`config.mk`:
```
export PLATFORM = sky130hd
export DESIGN_NAME = ring_link_arbiter
export DESIGN_NICKNAME = d
export VERILOG_FILES = /design/src/rtl/ring_link_arbiter_pkg.sv /design/src/rtl/ring_link_arbiter_fifo.sv /design/src/rtl/ring_link_arbiter.sv
export SDC_FILE = /design/constraint.sdc
export NUM_CORES = 1
export LEC_CHECK = 0
export BUFFER_PORTS_ARGS = -buffer_cell sky130_fd_sc_hd__buf_2
export CORE_ASPECT_RATIO = 0.6
export CORE_MARGIN = 2
export CORE_UTILIZATION = 45
export DETAILED_ROUTE_END_ITERATION = 12
export PLACE_DENSITY = 0.76
export SLEW_MARGIN = 20
export SYNTH_ARGS = -nofsm -noshare
export SYNTH_HDL_FRONTEND = slang
export SYNTH_HIERARCHICAL = 1
export SYNTH_SLANG_ARGS = --single-unit
export TNS_END_PERCENT = 5
```
`constraint.sdc`:
```
create_clock -name clk_i -period 2.35 [get_ports clk_i]
set_input_delay 0.47 -clock clk_i [delete_from_list [all_inputs] [get_ports clk_i]]
set_output_delay 0.47 -clock clk_i [all_outputs]
set_load 0.005 [all_outputs]
```
`src/rtl/ring_link_arbiter_pkg.sv`:
```
// rtl/ring_link_arbiter_pkg.sv - shared ring link beat type and link arbiter defaults
//
// Purpose: ring beat type plus the burst and FIFO defaults shared by both
//          link directions (left, right) of a cluster's ring router.
// Ports:   none (package).
package ring_link_arbiter_pkg;

  typedef logic [7:0] remote_data_t;

  localparam int unsigned RingMaxFwdBurst   = 4;
  localparam int unsigned RingLinkFifoDepth = 2;

endpackage

```
`src/rtl/ring_link_arbiter_fifo.sv`:
```
// rtl/ring_link_arbiter_fifo.sv - registered (non fall-through) FIFO for the ring link output
//
// Purpose: circular-buffer FIFO. A pushed beat becomes visible on data_o the
//          cycle after the push, which cuts the link combinationally.
// Ports:
//   clk_i, rst_ni    clock, asynchronous active-low reset
//   flush_i          synchronous clear of all entries
//   push_i, data_i   write request and beat (ignored when full)
//   pop_i            read request (ignored when empty)
//   data_o           head entry
//   full_o, empty_o  occupancy flags
module ring_link_arbiter_fifo #(
  parameter int unsigned Depth  = 2,
  parameter type         data_t = logic
) (
  input  logic  clk_i,
  input  logic  rst_ni,
  input  logic  flush_i,
  input  logic  push_i,
  input  data_t data_i,
  input  logic  pop_i,
  output data_t data_o,
  output logic  full_o,
  output logic  empty_o
);

  localparam int unsigned PtrW = (Depth > 1) ? $clog2(Depth) : 1;
  localparam int unsigned CntW = $clog2(Depth + 1);

  data_t           mem [Depth];
  logic [PtrW-1:0] rd_ptr;
  logic [PtrW-1:0] wr_ptr;
  logic [CntW-1:0] count;
  logic            do_push;
  logic            do_pop;

  // Wrap explicitly so non-power-of-two depths work.
  function automatic logic [PtrW-1:0] next_ptr(input logic [PtrW-1:0] ptr);
    return (ptr == PtrW'(Depth - 1)) ? '0 : ptr + PtrW'(1);
  endfunction

  assign full_o  = (count == CntW'(Depth));
  assign empty_o = (count == '0);
  assign do_push = push_i && !full_o;
  assign do_pop  = pop_i && !empty_o;
  assign data_o  = mem[rd_ptr];

  always_ff @(posedge clk_i or negedge rst_ni) begin
    if (!rst_ni) begin
      rd_ptr <= '0;
      wr_ptr <= '0;
      count  <= '0;
      // Cleared storage keeps the head at zero while reset is held.
      for (int i = 0; i < int'(Depth); i++) mem[i] <= '0;
    end else if (flush_i) begin
      rd_ptr <= '0;
      wr_ptr <= '0;
      count  <= '0;
    end else begin
      if (do_push) begin
        mem[wr_ptr] <= data_i;
        wr_ptr      <= next_ptr(wr_ptr);
      end
      if (do_pop) rd_ptr <= next_ptr(rd_ptr);
      if (do_push && !do_pop)      count <= count + CntW'(1);
      else if (do_pop && !do_push) count <= count - CntW'(1);
    end
  end

endmodule

```
`src/rtl/ring_link_arbiter.sv`:
```
// rtl/ring_link_arbiter.sv - forwarded-priority ring link arbiter with anti-starvation burst limit
//
// Purpose: merges forwarded ring traffic and local slide-unit traffic onto one
//          outgoing ring link. Forwarded wins, but after MaxFwdBurst forwarded
//          grants with local waiting, local is forced through.
// Ports:
//   clk_i, rst_ni                     clock, asynchronous active-low reset
//   fwd_i, fwd_valid_i, fwd_ready_o   forwarded beat stream from neighbour router
//   loc_i, loc_valid_i, loc_ready_o   local beat stream from the slide unit
//   link_o, link_valid_o, link_ready_i  outgoing link to neighbour router
//   loc_starved_o                     pulse when local won only by the burst limit
module ring_link_arbiter
  import ring_link_arbiter_pkg::*;
#(
  parameter type         data_t      = remote_data_t,
  parameter int unsigned MaxFwdBurst = RingMaxFwdBurst,
  parameter int unsigned FifoDepth   = RingLinkFifoDepth
) (
  input  logic  clk_i,
  input  logic  rst_ni,
  input  data_t fwd_i,
  input  logic  fwd_valid_i,
  output logic  fwd_ready_o,
  input  data_t loc_i,
  input  logic  loc_valid_i,
  output logic  loc_ready_o,
  output data_t link_o,
  output logic  link_valid_o,
  input  logic  link_ready_i,
  output logic  loc_starved_o
);

  localparam int unsigned CntW = $clog2(MaxFwdBurst + 1);

  if (MaxFwdBurst < 1 || MaxFwdBurst > 15) begin : g_bad_burst
    $error("ring_link_arbiter: MaxFwdBurst must be in 1..15");
  end
  if (FifoDepth < 2) begin : g_bad_depth
    $error("ring_link_arbiter: FifoDepth must be at least 2");
  end

  logic [CntW-1:0] cnt;
  logic            full;
  logic            empty;
  logic            force_loc;
  logic            fwd_acc;
  logic            loc_acc;
  data_t           push_data;

  assign force_loc   = loc_valid_i && (cnt == CntW'(MaxFwdBurst));
  // Readies look at input valids only, never at link_ready_i, so no
  // combinational path runs around the ring.
  assign fwd_ready_o = !full && !force_loc;
  assign loc_ready_o = !full && (!fwd_valid_i || force_loc);

  assign fwd_acc       = fwd_valid_i && fwd_ready_o;
  assign loc_acc       = loc_valid_i && loc_ready_o;
  assign push_data     = loc_acc ? loc_i : fwd_i;
  assign loc_starved_o = loc_acc && force_loc && fwd_valid_i;
  assign link_valid_o  = !empty;

  // cnt counts forwarded grants taken while local is waiting; any local grant
  // or a withdrawn local request starts a fresh burst.
  always_ff @(posedge clk_i or negedge rst_ni) begin
    if (!rst_ni) begin
      cnt <= '0;
    end else if (loc_acc || !loc_valid_i) begin
      cnt <= '0;
    end else if (fwd_acc && (cnt != CntW'(MaxFwdBurst))) begin
      cnt <= cnt + CntW'(1);
    end
  end

  ring_link_arbiter_fifo #(
    .Depth  (FifoDepth),
    .data_t (data_t)
  ) i_link_fifo (
    .clk_i   (clk_i),
    .rst_ni  (rst_ni),
    .flush_i (1'b0),
    .push_i  (fwd_acc || loc_acc),
    .data_i  (push_data),
    .pop_i   (link_ready_i),
    .data_o  (link_o),
    .full_o  (full),
    .empty_o (empty)
  );

  a_one_ready: assert property (@(posedge clk_i) disable iff (!rst_ni)
    !(fwd_valid_i && loc_valid_i && fwd_ready_o && loc_ready_o));

  a_link_stable: assert property (@(posedge clk_i) disable iff (!rst_ni)
    (link_valid_o && !link_ready_i) |=> $stable(link_o));

endmodule

```
==> out/metrics.cfg <==
[yosys]
synth_area_mm2=0.00131
yosys-top-cells-area=dfrtp_1 (44%), mux2_2 (21%), mux2_4 (9.2%), ha_1 (1.9%), a21boi_0 (1.7%)
avgSynthCellArea_um2=12.7
yosysWarnings=6
synth_top_area_cell=dfrtp_1
netlist_instances=103
ys_seq_area_frac=0.441
synth_top_area_frac=0.441
ys_types=29
ys_ff_latch=23

[floorplanning]
core_mm2=0.00282
initial_core_util=0.464
row_count=15
io_pins=33
die_h_um=45.7
die_w_um=73.6
dieArea_mm2=0.00336

[hold_path]
hold_path.class=in2async

[setup_path]
cp-start-kind=flop
path_cells=inv_1, ha_1, a21boi_2, nor3b_4, mux2_2, mux2_4
critPathArrivalTime_ns=2.24
crit_path_end_kind=flop
cp_max_fo=8
cp_data_required_time_ns=2.50
max_stage_delay_ns=0.45
crit_type=reg2reg
cpMaxStageDelayCell=nor3b_4

[drt]
drtIter0Drc=40
routed_wl_um=2480
ant_nets=0
drcViolationCount=0
viasPerCell=5.19
routedWlPerCell_um=13.8
drt-pass1-iter-count=4
num_vias=929

[sta]
finalHoldViolCount=0
fin_tns_setup_ns=0
setup_viol=0
fmax_ghz=0.478
rsz0062_at_grt=no
skew_ns=0.000949
setup_ws_ns=0.257
min_period_over_period=0.891
tightest_slew_ns=0.597
finalCriticalPeriod_ns=2.09
maxSlewViolCount=0
holdWs_ns=0.176
slew_headroom=0.599

[cells_and_area]
n_antenna_cell=0
final_cell_mix=buf_2 (32), mux2_2 (24), dfrtp_1 (23)
instances_no_fill=179
final_common_cell=buf_2
area_growth_syn_to_layout_pct=20.7
drive_gt1_frac=0.538
fin_util=0.560
final_nets=169

[clock_network]
ctsResizeCount=0
clock-sinks=23
cts_setup_buffers=0
cts_tree=built
htreeDepth=1
cts-root-buf=clkbuf_8
clock_path_buffers=2
insertion_delay_ns=0.26
clkTransAtPathRegs_ns=0.08
hold_buffers=0
cts_buffers=3

[place]
dp.cells=175
gp_congestion=0.820
io_buffer_count=32
place_ws_ns=0.210
hpwlAfterDp_um=1820

[global_route]
grt_pass1_vias=943
grt_max_degree=24
grt_overflow=0
grt_antenna_before_repair=0
grt_pass1_wl_um=4100
grt_usage=0.164

[power]
power_density_mw_per_mm2=727
max-vdd-ir-drop_mv=0.325
power.leakage_uw=0.000743

[job]
drv_cap=0

[status]
run_status=completed

[synthesized netlist by cell type]
library cell   n
buf_6          2
conb_1         1
nor2b_2        1
nor3b_1        1
nor3b_4        1
clkbuf_1       1
ha_1           2
a22oi_1        1
mux2_2        24
or3b_2         1
a21boi_0       3
nand3b_1       2
nor4_4         1
or4b_2         1
inv_1          4
a211o_1        1
or3_1          1
or4b_1         1
mux2_4         8
o21ai_0        4
nand2b_4       1
a21boi_2       1
dfrtp_1       23
xor2_1         1
nand3_1        2
nor2_1         6
nand2_1        3
a31oi_1        2
a21oi_1        3
[stage by stage]
step                      instance area, um^2  total power, uW
after global placement                   1530              900
after floorplan                          1330              796
after global routing                     1580             1230
final                                    1580             1150
after detailed placement                 1530              914
after CTS                                1580             1160
[flip-flops by register name, summed over array words and instances (netlist names)]
signal              count
i_link_fifo/mem        16
cnt                     3
i_link_fifo/count       2
i_link_fifo/rd_ptr      1
i_link_fifo/wr_ptr      1
[path summary, 6_finish.rpt]
path,startpoint,end,slack [ns],cells past startpoint
max in group asynchronous,rst_ni,i_link_fifo/mem[15],1.83,1
worst max-delay path,cnt[0],i_link_fifo/mem[4],0.26,6
worst max register to register,cnt[0],i_link_fifo/mem[4],0.26,6
min in group clk_i,loc_valid_i,cnt[2],0.50,2
worst min register to register,i_link_fifo/mem[12],i_link_fifo/mem[12],0.51,1
worst min-delay path,rst_ni,i_link_fifo/mem[9],0.18,1
[report_power, final]
group          total [uW]  internal (uW)  switching (uW)
clock network         241            121             120
registers             559            496            62.9
logic                 347            228             119
[critical path, delay by kind of cell, from the launching register on]
family | cells | cell delay (ns)
multiplexers | 2 | 0.69
AND/OR/NAND/NOR | 1 | 0.45
flip-flops | 1 | 0.41
adder cells (fa/ha/maj) | 1 | 0.25
AO/OA/AOI/OAI | 1 | 0.11
buffers and inverters | 1 | 0.07
[area by class of cell]
cell class | instances | area [um^2]
multi-input combinational | 78 | 708
tap | 34 | 42.5
clock buffer | 4 | 45.0
timing repair buffer | 36 | 190
sequential | 23 | 576
inverter | 4 | 15.0
fill | 249 | 1240
[logic make-up (layout without fill, tap and decap cells)]
family,Yosys count,in the layout,share of synthesized area
fa+ha+maj,2,2,0.0192
buf+inv,7,44,0.0316
other cells,1,6,0.00287
xor+xnor,1,1,0.00671
flops,23,23,0.441
simple gates,22,22,0.125
compound gates,15,15,0.0747
mux,32,32,0.299
[metal layers]
metal	up-vias	share of wire	global-route usage
met4	0	0.0032	0.0364
met2	16	0.49	0.279
met5	-	0	0
met3	2	0.048	0.0531
met1	462	0.45	0.209
li1	449	-	-
Note: power is estimated with default switching activity, not from simulation.
